<file path="config.mk">
export PLATFORM = sky130hd
export DESIGN_NAME = encoder_seq
export DESIGN_NICKNAME = d
export VERILOG_FILES = /design/src/rtl/encoder_seq.sv
export SDC_FILE = /design/constraint.sdc
export NUM_CORES = 1
export LEC_CHECK = 0
export BUFFER_PORTS_ARGS = -buffer_cell sky130_fd_sc_hd__buf_2
export CORE_MARGIN = 4
export CORE_UTILIZATION = 44
export DETAILED_ROUTE_END_ITERATION = 10
export PLACE_DENSITY = 0.75
export SLEW_MARGIN = 15
export SYNTH_ARGS = -nofsm -noshare
export SYNTH_HDL_FRONTEND = slang
export SYNTH_SLANG_ARGS = --single-unit
</file>
<file path="constraint.sdc">
create_clock -name clk -period 1.3 [get_ports clk]
set_input_delay 0.13 -clock clk [delete_from_list [all_inputs] [get_ports clk]]
set_output_delay 0.13 -clock clk [all_outputs]
set_load 0.01 [all_outputs]
</file>
<file path="src/rtl/encoder_seq.sv">
// Sequential priority encoder: captures request lines into a sticky pending
// register and serves one encoded index at a time over a valid/ready handshake.
module encoder_seq #(
  parameter bit PRIO_HIGH = 1'b1
) (
  input  logic       clk,
  input  logic       rst_n,
  input  logic [7:0] d,
  input  logic       e,
  input  logic       ready,
  output logic [2:0] a,
  output logic       valid,
  output logic [7:0] pend,
  output logic       any
);

  typedef enum logic {
    IDLE = 1'b0,
    HOLD = 1'b1
  } state_e;

  state_e     state_q, state_d;
  logic [7:0] pend_q, pend_d;
  logic [2:0] a_q, a_d;
  logic       valid_q, valid_d;
  logic       transfer;
  logic [7:0] clr_mask;
  logic [2:0] sel;

  // Fixed-priority encode; the later match in the scan wins.
  function automatic logic [2:0] prio_enc(input logic [7:0] v);
    logic [2:0] idx;
    idx = '0;
    if (PRIO_HIGH) begin
      for (int i = 0; i < 8; i++) begin
        if (v[i]) idx = 3'(i);
      end
    end else begin
      for (int i = 7; i >= 0; i--) begin
        if (v[i]) idx = 3'(i);
      end
    end
    return idx;
  endfunction

  assign transfer = valid_q & ready;
  assign clr_mask = transfer ? (8'b1 << a_q) : 8'b0;
  assign sel      = prio_enc(pend_q);

  // Set is OR-ed in after the clear, so a same-edge re-request wins.
  assign pend_d = (pend_q & ~clr_mask) | (e ? d : 8'b0);

  always_comb begin
    // NOTE: every output of this block gets a default first so no path leaves it unassigned (no latch).
    state_d = state_q;
    a_d     = a_q;
    valid_d = valid_q;
    unique case (state_q)
      IDLE: begin
        if (|pend_q) begin
          a_d     = sel;
          valid_d = 1'b1;
          state_d = HOLD;
        end
      end
      HOLD: begin
        if (ready) begin
          valid_d = 1'b0;
          state_d = IDLE;
        end
      end
      default: begin
        valid_d = 1'b0;
        state_d = IDLE;
      end
    endcase
  end

  always_ff @(posedge clk or negedge rst_n) begin
    // NOTE: state registers use non-blocking assignments so all flops update together at the edge.
    if (!rst_n) begin
      state_q <= IDLE;
      pend_q  <= '0;
      a_q     <= '0;
      valid_q <= 1'b0;
    end else begin
      state_q <= state_d;
      pend_q  <= pend_d;
      a_q     <= a_d;
      valid_q <= valid_d;
    end
  end

  assign a     = a_q;
  assign valid = valid_q;
  assign pend  = pend_q;
  assign any   = |pend_q;

endmodule

</file>
# Word-level counts from Yosys, hierarchy flattened
# Index checks and enable logic that the tools add are counted.
# op_classes
mux	15
n_bitwise	5
eq_ne	2
reduce_logical	3
shift	1
# op_table
cell	count
two-way mux 8 bit	2
two-way mux 3 bit	5
AND 8 bit	1
inverter 8 bit	1
bitwise OR 8 bit	1
OR reduction 8 bit	1
<< shifter 1 x 3 -> 8 bit, first input constant	1
two-way mux 1 bit	5
inequality test 2 bit, second input constant	2
case mux 1 bit (2 select lines)	2
AND reduction 2 bit	2
two-way mux 2 bit	1
AND 1 bit	1
inverter 1 bit	1
# word_totals
output_inout_bits	13
register_bits	13
word_cells	30
in_bits	12

# Depth between registers and ports, before layout
# depth
depth_word	7
depth_mapped	4
mapped_depth_nobuf	4

# Least setup slack after synthesis
# Ideal clock, no wire load.
# synth_path
path_type	register to register
startpoint	reg pend_q[6] (netlist: pend[6])
endpoint	reg state_q
n_path_buf	0
t_required_ns	1.175
period_less_slack_ns	1.211
t_arrival_ns	1.086
stages_incl_launch_ff	5
setup_ns	0.125
path_slack_ns	0.089
path_cell_list	dfrtp_1 > nor4_4 > nand2_1 > nor2_1 > a21oi_1
# synth_via
elab_chain_len	3
# synth_lines
item	line	source
start, declared	23	logic [7:0] pend_q, pend_d;
start signal, assigned	88	pend_q <= pend_d;
OR reduction 8 bit	n/a	
net any	14	output logic any
two-way mux 1 bit	60	if (|pend_q) begin
case mux 1 bit (2 select lines)	58	unique case (state_q)
net state_d	22	state_e state_q, state_d;
end signal, assigned	87	state_q <= state_d;
end, declared	22	
# The timed path passes the listed nets, and every way through them passes these cells.
# A chain may end at the register's enable or synchronous reset.

# Final worst setup path
# layout_path
startpoint	reg pend_q[7] (netlist: pend[7])
endpoint	out any
# layout_via
elab_chain_len	1
# layout_lines
item	line	source
OR reduction 8 bit	97	assign any = |pend_q;
end, declared	14	
# No other way between the ends.

==> flow_summary_export.csv <==
group,metric,value,unit
floorplanning,row_count,13,
power,peakVddDrop,627,uV
drt,vias,591,
critical_path,worstPathMaxFanout,2,
drt,viasPerCell,5.28,
layout,register_area,328,um^2
clocking,cts_tree,"yes",
clocking,clockBufferDepth,2,
critical_path,rr_startpoint,"pend[7]$_DFF_PN0_",
synth,synth_top_area_share,0.541,
sta,slew_viol_final,0,
critical_path,path_buf_inv,1,
hold_path,min_path_type,"primary input to flop",
layout,syn_to_final_growth,38.7,%
sta,fin_ws,-0.139,ns
clocking,cts_root_buffer,"clkbuf_4",
sta,skew,0.00135,ns
floorplanning,start_util,0.462,
floorplanning,ios,25,
critical_path,arrival,1.31,ns
drt,dr.pass1.iters,4,
floorplanning,die_x,45.0,um
run_status,outcome,"finished, violations left",
synth,synth_top_area_cell,"dfrtp_1",
power,p_per_area,1120,mW/mm^2
sta,fin_crit_sh,1.11,
floorplanning,dieArea,0.00202,mm^2
synth,ys_warn_count,0,
synth,avgSynthCellArea,9.40,um^2
sta,fin_setup_tns,-0.150,ns
global_routing,grt_pass1_vias,577,
clocking,cts.sinks,13,
global_routing,grt.overflow.total,0,
sta,fmax,695,MHz
sta,setup_viol,3,
place,portBuffers,24,
layout,final_cell_area,835,um^2
place,gp_congestion,0.863,
drt,wl_per_cell,13.1,um
layout,n_antenna_cell,0,
synth,syn-instance-count,64,
power,p_leak,0.366,nW
layout,multi_input_comb_area,287,um^2
synth,synth.area.mux_share,0,
synth,synth-xor-area-share,0,
floorplanning,core_area,0.00130,mm^2
critical_path,endpoint_kind,"output port",
synth,syn-num-nets,76,
layout,layout_common_cells,"buf_2, nand2_1, dfrtp_1, o21ai_0, buf_4",
synth,synth-seq-area-share,0.541,
clocking,cts_buffers,3,
power,p_total,0.938,mW
global_routing,grt_max_degree,14,
layout,fin_util,0.641,
synth,synth_top_family_by_area,"simple AND/OR/NAND/NOR gates",
critical_path,cp-start-kind,"flop",
synth,synth_area_leaders,"dfrtp_1, nand2_1, nor4_4",
layout,layout_commonest_cell,"buf_2",
sta,hold_viol,0,
drt,drcViolationCount,0,
sta,rsz0062_at_grt,"yes",
global_routing,grt_util_all_layers,0.168,
sta,period_needed,1.44,ns
synth,synth_fa_ha_area_frac,0,
synth,syn-cell-area,602,um^2
drt,wirelength,1.47,mm
critical_path,crit_type,"flop to output port",
drt,antenna_violating_nets_post_route,0,
synth,ys_types,16,
critical_path,max_stage_delay,0.43,ns
layout,n_fill_cell,127,
critical_path,required,1.17,ns
clocking,clock_latency,0.28,ns
place,dpl.hpwl,1.09,mm
synth,synth-simple-area-share,0.266,
hold_path,holdCritStartpoint,"d[0]",
run,max-cap-violations,0,
sta,worst_pin_slew,0.290,ns
layout,drive_gt1_frac,0.412,
drt,first_iter_violations,5,
critical_path,cpMaxStageDelayCell,"dfrtp_2",
floorplanning,dieHeight,45.0,um
layout,fin_nets,110,
clocking,clkTransAtPathRegs,0.08,ns
run_status,violations,"negative setup slack",
critical_path,crit_start,"pend[7]$_DFF_PN0_",
place,place_area,752,um^2
place,place_ws,0.103,ns
sta,relSlewSlack,0.807,
synth,ys_ff_latch,13,
critical_path,critical_path.cell_chain,"nor4_4 > nand2_1 > buf_2",
global_routing,antenna_found_initial,0,
critical_path,crit_family,"simple AND/OR/NAND/NOR gates",
clocking,htree_levels,1,
synth,synth_compound_area_frac,0.175,
global_routing,grt_pass1_wl,2.46,mm
synthesized netlist by cell type:
master,count
nor4_4,2
o21ai_0,8
dfrtp_1,13
inv_1,2
nor2_1,4
nand2_1,18
nand3b_1,1
clkbuf_1,1
o21a_1,1
a21oi_1,5
o311ai_1,1
a21oi_2,1
nand3_1,1
nand2b_1,2
nor3_1,2
o31ai_1,2
path summary, 6_finish.rpt:
path                       slack, ns  cells after the start           endpoint
setup / recovery               -0.14                      3                any
max in group asynchronous       0.80                      2  pend[7]$_DFF_PN0_
setup reg to reg               -0.01                      5   a[1]$_DFFE_PN0P_
hold / removal                  0.04                      3  pend[0]$_DFF_PN0_
hold reg to reg                 0.58                      2  pend[0]$_DFF_PN0_
min in group asynchronous       0.26                      2  pend[0]$_DFF_PN0_
layer usage:
| metal | part of all wire | routed length [um] | GRT usage |
|---|---|---|---|
| met1 | 0.43 | 625 | 0.221 |
| met2 | 0.49 | 713 | 0.268 |
| met3 | 0.065 | 95 | 0.0239 |
| met4 | 0.022 | 32 | 0.0877 |
| met5 | 0 | 0 | 0 |
repair_timing:
action	CTS	global route
gates cloned	0	0
resized for setup	1	5
hold buffers	1	0
pin swaps	2	3
buffers inserted	3	0
setup endpoints to repair	1	4
endpoints found under the hold margin	13	0
registers in the layout, indices dropped and copies added, names as in the netlist:
signal / cells
state_q: 1
pend: 8
valid: 1
a: 3
power by group:
group	switching (mW)	internal, mW	leakage, nW
Combinational	0.103	0.0877	0.225
Sequential	0.0559	0.443	0.125
Clock	0.130	0.119	0.0150
tightest hold or removal path, stage by stage:
cell and delay (ns):
buf_2 0.07, nand2_1 0.04, nand2_1 0.04
per-stage QoR:
stage / std cells / hold WS [ns]
after detailed placement: 104 / 0.0316
after CTS: 112 / 0.0406
after global placement: 104 / 0.0269
after global routing: 112 / 0.0431
after floorplan: 64 / -0.166
final: 112 / 0.0411
logic make-up after synthesis:
family	Yosys count
AO/OA/AOI/OAI	18
buffers and inverters	3
flip-flops	13
AND/OR/NAND/NOR	30
layout make-up:
class,instances,area share
inverters,2,0.00900
multi-input cells,48,0.343
repair buffers,30,0.201
clock buffers,4,0.0315
flip-flops and latches,13,0.393
well taps,15,0.0225
No activity file was read; power rests on OpenSTA's default activity.
